$ cat src/rtl/draw_scheduler_pkg.sv
// Shared types and constants for the playfield draw scheduler.
// The BORDER state exists only when DRAW_SCHED_BORDER_EN is defined.
package draw_scheduler_pkg;

`ifdef DRAW_SCHED_BORDER_EN
  typedef enum logic [2:0] {S_IDLE, S_BORDER, S_WALL, S_DUDE, S_FIN} state_t;
`else
  typedef enum logic [2:0] {S_IDLE, S_WALL, S_DUDE, S_FIN} state_t;
`endif

  localparam int FIELD_W = 120;
  localparam int FIELD_H = 100;
  localparam int DUDE_W  = 4;
  localparam int DUDE_H  = 6;
  localparam int SCREEN_X_MAX = 159;
  localparam int SCREEN_Y_MAX = 119;

  localparam logic [2:0] WALL_ON  = 3'b111;
  localparam logic [2:0] WALL_OFF = 3'b000;
  localparam logic [2:0] DUDE     = 3'b100;
  localparam logic [2:0] BORDER   = 3'b010;

  function automatic logic on_screen(input logic [8:0] px, input logic [8:0] py);
    return (px <= 9'(SCREEN_X_MAX)) && (py <= 9'(SCREEN_Y_MAX));
  endfunction

endpackage

$ cat src/rtl/draw_scheduler_rect.sv
// rect_scan: column-major rectangle walker (inner counter wraps into outer),
// returning to 0,0 after the last point so consecutive passes need no clear.
module rect_scan #(
  parameter int W = 7
) (
  input  logic         clk,
  input  logic         resetn,
  input  logic         en,
  input  logic [W-1:0] outer_max,
  input  logic [W-1:0] inner_max,
  output logic [W-1:0] outer,
  output logic [W-1:0] inner,
  output logic         last
);

  assign last = (outer == outer_max) && (inner == inner_max);

  always_ff @(posedge clk) begin
    if (!resetn) begin
      outer <= '0;
      inner <= '0;
    end else if (en) begin
      if (inner == inner_max) begin
        inner <= '0;
        outer <= (outer == outer_max) ? '0 : outer + 1'b1;
      end else begin
        inner <= inner + 1'b1;
      end
    end
  end

endmodule

$ cat src/rtl/draw_scheduler.sv
// Frame draw sequencer: [border], wall map, dude block, then a done pulse.
// Optional border pass enabled by DRAW_SCHED_BORDER_EN.
module draw_scheduler
  import draw_scheduler_pkg::*;
#(
  parameter int FIELD_X0 = 20,
  parameter int FIELD_Y0 = 10
) (
  input  logic       clk,
  input  logic       resetn,
  input  logic       start,
  input  logic [6:0] hdude,
  input  logic [7:0] vdude,
  output logic [6:0] rd_col,
  output logic [6:0] rd_row,
  input  logic       wall_bit,
  output logic [7:0] x,
  output logic [6:0] y,
  output logic [2:0] colour,
  output logic       plot,
  output logic       busy,
  output logic       done,
  output state_t     state_dbg
);

`ifdef DRAW_SCHED_BORDER_EN
  localparam state_t FIRST = S_BORDER;
  logic [1:0] seg;
`else
  localparam state_t FIRST = S_WALL;
`endif

  state_t     state, state_nxt;
  logic       pending;
  logic [6:0] hd_q;
  logic [7:0] vd_q;
  logic       begin_frame;

  logic       scan_en, scan_last;
  logic [6:0] outer_max, inner_max, outer, inner;

  // emitted pixel (e_*) and its registered copy driving the outputs (p_*)
  logic       e_valid, e_wall, e_last;
  logic [8:0] e_x, e_y;
  logic [2:0] e_colour;
  logic       p_valid, p_wall, p_last;
  logic [7:0] p_x;
  logic [6:0] p_y;
  logic [2:0] p_colour;

  rect_scan #(.W(7)) u_scan (
    .clk       (clk),
    .resetn    (resetn),
    .en        (scan_en),
    .outer_max (outer_max),
    .inner_max (inner_max),
    .outer     (outer),
    .inner     (inner),
    .last      (scan_last)
  );

  assign begin_frame = ((state == S_IDLE) && start) ||
                       ((state == S_FIN) && (pending || start));

  always_comb begin
    state_nxt = state;
    scan_en   = 1'b0;
    outer_max = '0;
    inner_max = '0;
    e_valid   = 1'b0;
    e_wall    = 1'b0;
    e_last    = 1'b0;
    e_x       = '0;
    e_y       = '0;
    e_colour  = '0;
    case (state)
      S_IDLE: if (start) state_nxt = FIRST;
`ifdef DRAW_SCHED_BORDER_EN
      S_BORDER: begin
        scan_en  = 1'b1;
        e_valid  = 1'b1;
        e_colour = BORDER;
        if (seg < 2'd2) begin
          outer_max = 7'(FIELD_W + 1);
          e_x = 9'(FIELD_X0 - 1) + 9'(outer);
          e_y = (seg == 2'd0) ? 9'(FIELD_Y0 - 1) : 9'(FIELD_Y0 + FIELD_H);
        end else begin
          inner_max = 7'(FIELD_H - 1);
          e_x = (seg == 2'd2) ? 9'(FIELD_X0 - 1) : 9'(FIELD_X0 + FIELD_W);
          e_y = 9'(FIELD_Y0) + 9'(inner);
        end
        if (scan_last && seg == 2'd3) state_nxt = S_WALL;
      end
`endif
      S_WALL: begin
        scan_en   = 1'b1;
        outer_max = 7'(FIELD_W - 1);
        inner_max = 7'(FIELD_H - 1);
        e_valid   = 1'b1;
        e_wall    = 1'b1;
        e_x       = 9'(FIELD_X0) + 9'(outer);
        e_y       = 9'(FIELD_Y0) + 9'(inner);
        if (scan_last) state_nxt = S_DUDE;
      end
      S_DUDE: begin
        // one extra cycle after the last pixel lets it reach the outputs before FIN
        scan_en   = !p_last;
        outer_max = 7'(DUDE_W - 1);
        inner_max = 7'(DUDE_H - 1);
        e_colour  = DUDE;
        e_x       = 9'(FIELD_X0) + 9'(hd_q) + 9'(outer);
        e_y       = 9'(FIELD_Y0) + 9'(vd_q) + 9'(inner);
        e_valid   = !p_last && on_screen(e_x, e_y);
        e_last    = !p_last && scan_last;
        if (p_last) state_nxt = S_FIN;
      end
      S_FIN: state_nxt = (pending || start) ? FIRST : S_IDLE;
      default: state_nxt = S_IDLE;
    endcase
  end

  always_ff @(posedge clk) begin
    if (!resetn) begin
      state   <= S_IDLE;
      pending <= 1'b0;
      hd_q    <= '0;
      vd_q    <= '0;
    end else begin
      state <= state_nxt;
      if (state == S_FIN)
        pending <= 1'b0;
      else if (state != S_IDLE && start)
        pending <= 1'b1;
      if (begin_frame) begin
        hd_q <= hdude;
        vd_q <= vdude;
      end
    end
  end

`ifdef DRAW_SCHED_BORDER_EN
  always_ff @(posedge clk) begin
    if (!resetn)
      seg <= '0;
    else if (state == S_BORDER && scan_last)
      seg <= seg + 2'd1;
  end
`endif

  always_ff @(posedge clk) begin
    if (!resetn) begin
      p_valid  <= 1'b0;
      p_wall   <= 1'b0;
      p_last   <= 1'b0;
      p_x      <= '0;
      p_y      <= '0;
      p_colour <= '0;
    end else begin
      p_valid  <= e_valid;
      p_wall   <= e_wall;
      p_last   <= e_last;
      p_x      <= e_x[7:0];
      p_y      <= e_y[6:0];
      p_colour <= e_colour;
    end
  end

  // wall_bit arrives in the same cycle as the registered pixel it colours
  assign colour    = p_wall ? (wall_bit ? WALL_ON : WALL_OFF) : p_colour;
  assign plot      = p_valid;
  assign x         = p_x;
  assign y         = p_y;
  assign rd_col    = (state == S_WALL) ? outer : 7'd0;
  assign rd_row    = (state == S_WALL) ? inner : 7'd0;
  assign busy      = (state != S_IDLE);
  assign done      = (state == S_FIN);
  assign state_dbg = state;

endmodule

$ cat config.mk
export PLATFORM = sky130hd
export DESIGN_NAME = draw_scheduler
export DESIGN_NICKNAME = d
export VERILOG_FILES = /design/src/rtl/draw_scheduler_pkg.sv /design/src/rtl/draw_scheduler_rect.sv /design/src/rtl/draw_scheduler.sv
export SDC_FILE = /design/constraint.sdc
export NUM_CORES = 1
export LEC_CHECK = 0
export ABC_AREA = 1
export ABC_CLOCK_PERIOD_IN_PS = 3190
export BUFFER_PORTS_ARGS = -buffer_cell sky130_fd_sc_hd__buf_2
export CORE_MARGIN = 10
export CORE_UTILIZATION = 40
export CTS_BUF_LIST = sky130_fd_sc_hd__clkbuf_8 sky130_fd_sc_hd__clkbuf_16
export DETAILED_ROUTE_END_ITERATION = 6
export REMOVE_ABC_BUFFERS = 1
export SETUP_SLACK_MARGIN = 0.5
export SYNTH_ARGS = -nofsm -noshare
export SYNTH_HDL_FRONTEND = slang
export SYNTH_SLANG_ARGS = --single-unit
$ cat constraint.sdc
create_clock -name clk -period 3.19 [get_ports clk]
set_clock_uncertainty 0.2 [all_clocks]
set_input_delay 0.638 -clock clk [delete_from_list [all_inputs] [get_ports clk]]
set_output_delay 0.638 -clock clk [all_outputs]
set_load 0.005 [all_outputs]
==> results.toml <==
[worst_hold_path]
hp-class = "flop to flop"

[final_layout]
final_cell_mix = "nand2_1, inv_1, nor2_1"
final-instance-count-excl-fill = 622
diodes = 0
area_growth_syn_to_layout_pct = 15.4
nNetsFinal = 581
fill_cells = 840
final_common_cell = "nand2_1"
drive_gt1_share_pct = 18.4

[synth]
yosysWarnings = 0
synth_seq_cells = 51
yosysSeqAreaShare_pct = 30.7
syn_area_mm2 = 0.00332
synthTopCellsByArea = "dfxtp_1, ha_1, nand2_1"
synth_area_per_cell_um2 = 7.21
syn_inst = 461
yosysTopAreaCellShare_pct = 30.7
synth_async_sr_flop_share_pct = 0
synth-main-ff-cell = "dfxtp_1"
ys_types = 40
synth_edf_count = 0
synth_top_cell_by_area = "dfxtp_1"

[clock_network]
htreeDepth = 2
cts_max_path_buffers = 2
cts_root_buf = "clkbuf_8"
clkTransAtPathRegs_ns = 0.09
clk_latency_ns = 0.30
holdBufCountCts = 0
tritoncts = "built"
cts_made_buffers = 5
clock_sinks = 51

[die]
start_util_pct = 40.8
fp.dieW_um = 111
rows = 33
ioPinCount = 57
die_area_mm2 = 0.0123
die_h_um = 111
core_mm2 = 0.00813

[worst_setup_path]
cp.arrival_ns = 1.63
cp-end-kind = "primary output"
crit_type = "flop to primary output"
cp.required_ns = 2.35
cp-start-kind = "flop"
worst-path-max-fanout = 14

[timing]
period_share_pct = 77.3
fmax_mhz = 405
tightest_slew_ns = 0.518
fin_setup_tns_ns = 0
finalCriticalPeriod_ns = 2.47
hold_viol = 0
slew_viol_final = 0
rsz0062_at_grt = "no"
setup_viol = 0
slew_headroom_pct = 65.4

[detailed_routing]
drc = 0
drt_iter0_markers = 107
vias_per_cell = 4.95
wl_um = 8420
num_vias = 3077
routedWlPerCell_um = 13.5
drtAntennaViolNets = 0
drtPass1Iterations = 4

[power]
ir_worst_vdd_mv = 0.300
power_switching_mw = 1.08
powerDensity_mw_per_mm2 = 665
seq_power_share_pct = 33.9
clkPwrFrac_pct = 18.6
p_int_mw = 1.47
switching_share_pct = 42.4
combPwrFrac_pct = 47.5
leakage_nw = 2.02
p_total_mw = 2.55

[flow_run]
cap_viol_max_count = 0

[grt]
grt_pass1_wl_um = 14200
antenna_found_initial = 0
grtUsageTotal_pct = 13.4
grt_pass1_vias = 3002
grt_start_max_net_pins = 24
overflow = 0

[place]
dp_cells = 614
place.gp.congestion = 0.846
port_buffers = 55
place_hpwl_um = 6810

[status]
status = "completed"
## through the flow
stage | setup WS, ns | instance area [µm²] | util (%) | hold slack [ns]
final | 0.724 | 3830 | 47.1 | 0.266
after global routing | 0.537 | 3830 | 47.1 | 0.304
after CTS | 0.611 | 3820 | 47.0 | 0.275
after detailed placement | 0.590 | 3700 | 45.5 | 0.262
after global placement | 0.623 | 3700 | 45.5 | 0.259
after floorplan | 0.690 | 3260 | - | 0.221
## power by group through the flow
| stage | logic, mW | clock network [mW] | registers, mW |
|---|---|---|---|
| final | 1.21 | 0.475 | 0.863 |
| after global routing | 1.41 | 0.514 | 0.881 |
| after CTS | 1.22 | 0.493 | 0.859 |
| after detailed placement | 1.21 | 0 | 0.873 |
| after global placement | 1.20 | 0 | 0.872 |
| after floorplan | 0.887 | 0 | 0.852 |
## synth_stat cells, types with 5 or more instances
cell	instances
clkbuf_1	6
nand3_1	25
nand4_1	6
nand2_2	5
inv_1	64
a21oi_1	37
ha_1	44
nand2_1	90
dfxtp_1	51
o21ai_0	26
nor2_1	56
## final cells by class
| class | instances | area [µm²] | area share [%] |
|---|---|---|---|
| clock inverter | 2 | 35.0 | 0.914 |
| inverter | 70 | 265 | 6.92 |
| multi-input combinational | 329 | 1990 | 51.9 |
| timing repair buffer | 59 | 305 | 7.97 |
| sequential | 51 | 1020 | 26.7 |
| clock buffer | 6 | 82.6 | 2.15 |
| tap | 105 | 131 | 3.43 |
## flip-flops by register name, indices dropped and copies added (netlist names)
register,flops
vd_q,8
x,8
hd_q,7
u_scan.inner,7
u_scan.outer,7
y,7
state_dbg,2
p_colour,1
p_last,1
p_wall,1
pending,1
plot,1
## metal layers
| layer | global-route usage [%] | vias up | wire [µm] |
|---|---|---|---|
| met3 | 3.35 | 16 | 423 |
| met2 | 23.1 | 75 | 4060 |
| met5 | 0 | - | 0 |
| met1 | 15.6 | 1391 | 3730 |
| met4 | 4.97 | 0 | 211 |
| li1 | - | 1595 | - |
## logic make-up after synthesis
kind of cell,synth area share [%]
other,0.113
buffers and inverters,9.72
DFF,30.7
AOI/OAI and AO/OA,12.3
xor gates and xnor gates,1.32
and+or+nand+nor,28.1
adders and majority gates,17.8
## critical path, cell delays in order (launching register included)
cell and delay, ns:
dfxtp_1 0.46, ha_4 0.28, buf_4 0.21, buf_4 0.15, nand2_1 0.07, inv_1 0.06
buf_2 0.10
## what timing repair did
| action | 4_1_cts | 5_1_grt |
|---|---|---|
| buffers inserted | 0 | 0 |
| endpoints found under the setup margin | 1 | 3 |
| gates resized for setup | 1 | 2 |
## final timing paths
check                               startpoint  slack [ns]                   end  depth (start not counted)
setup / recovery     state_dbg[0]$_SDFFE_PN0P_        0.72             rd_col[3]                          6
hold reg to reg           hd_q[2]$_SDFFE_PN0P_        0.27  hd_q[2]$_SDFFE_PN0P_                          2
hold / removal            hd_q[2]$_SDFFE_PN0P_        0.27  hd_q[2]$_SDFFE_PN0P_                          2
setup reg to reg  u_scan.inner[1]$_SDFFE_PN0P_        0.75       plot$_SDFF_PN0_                         14
Power figures use the tool's default switching activity.
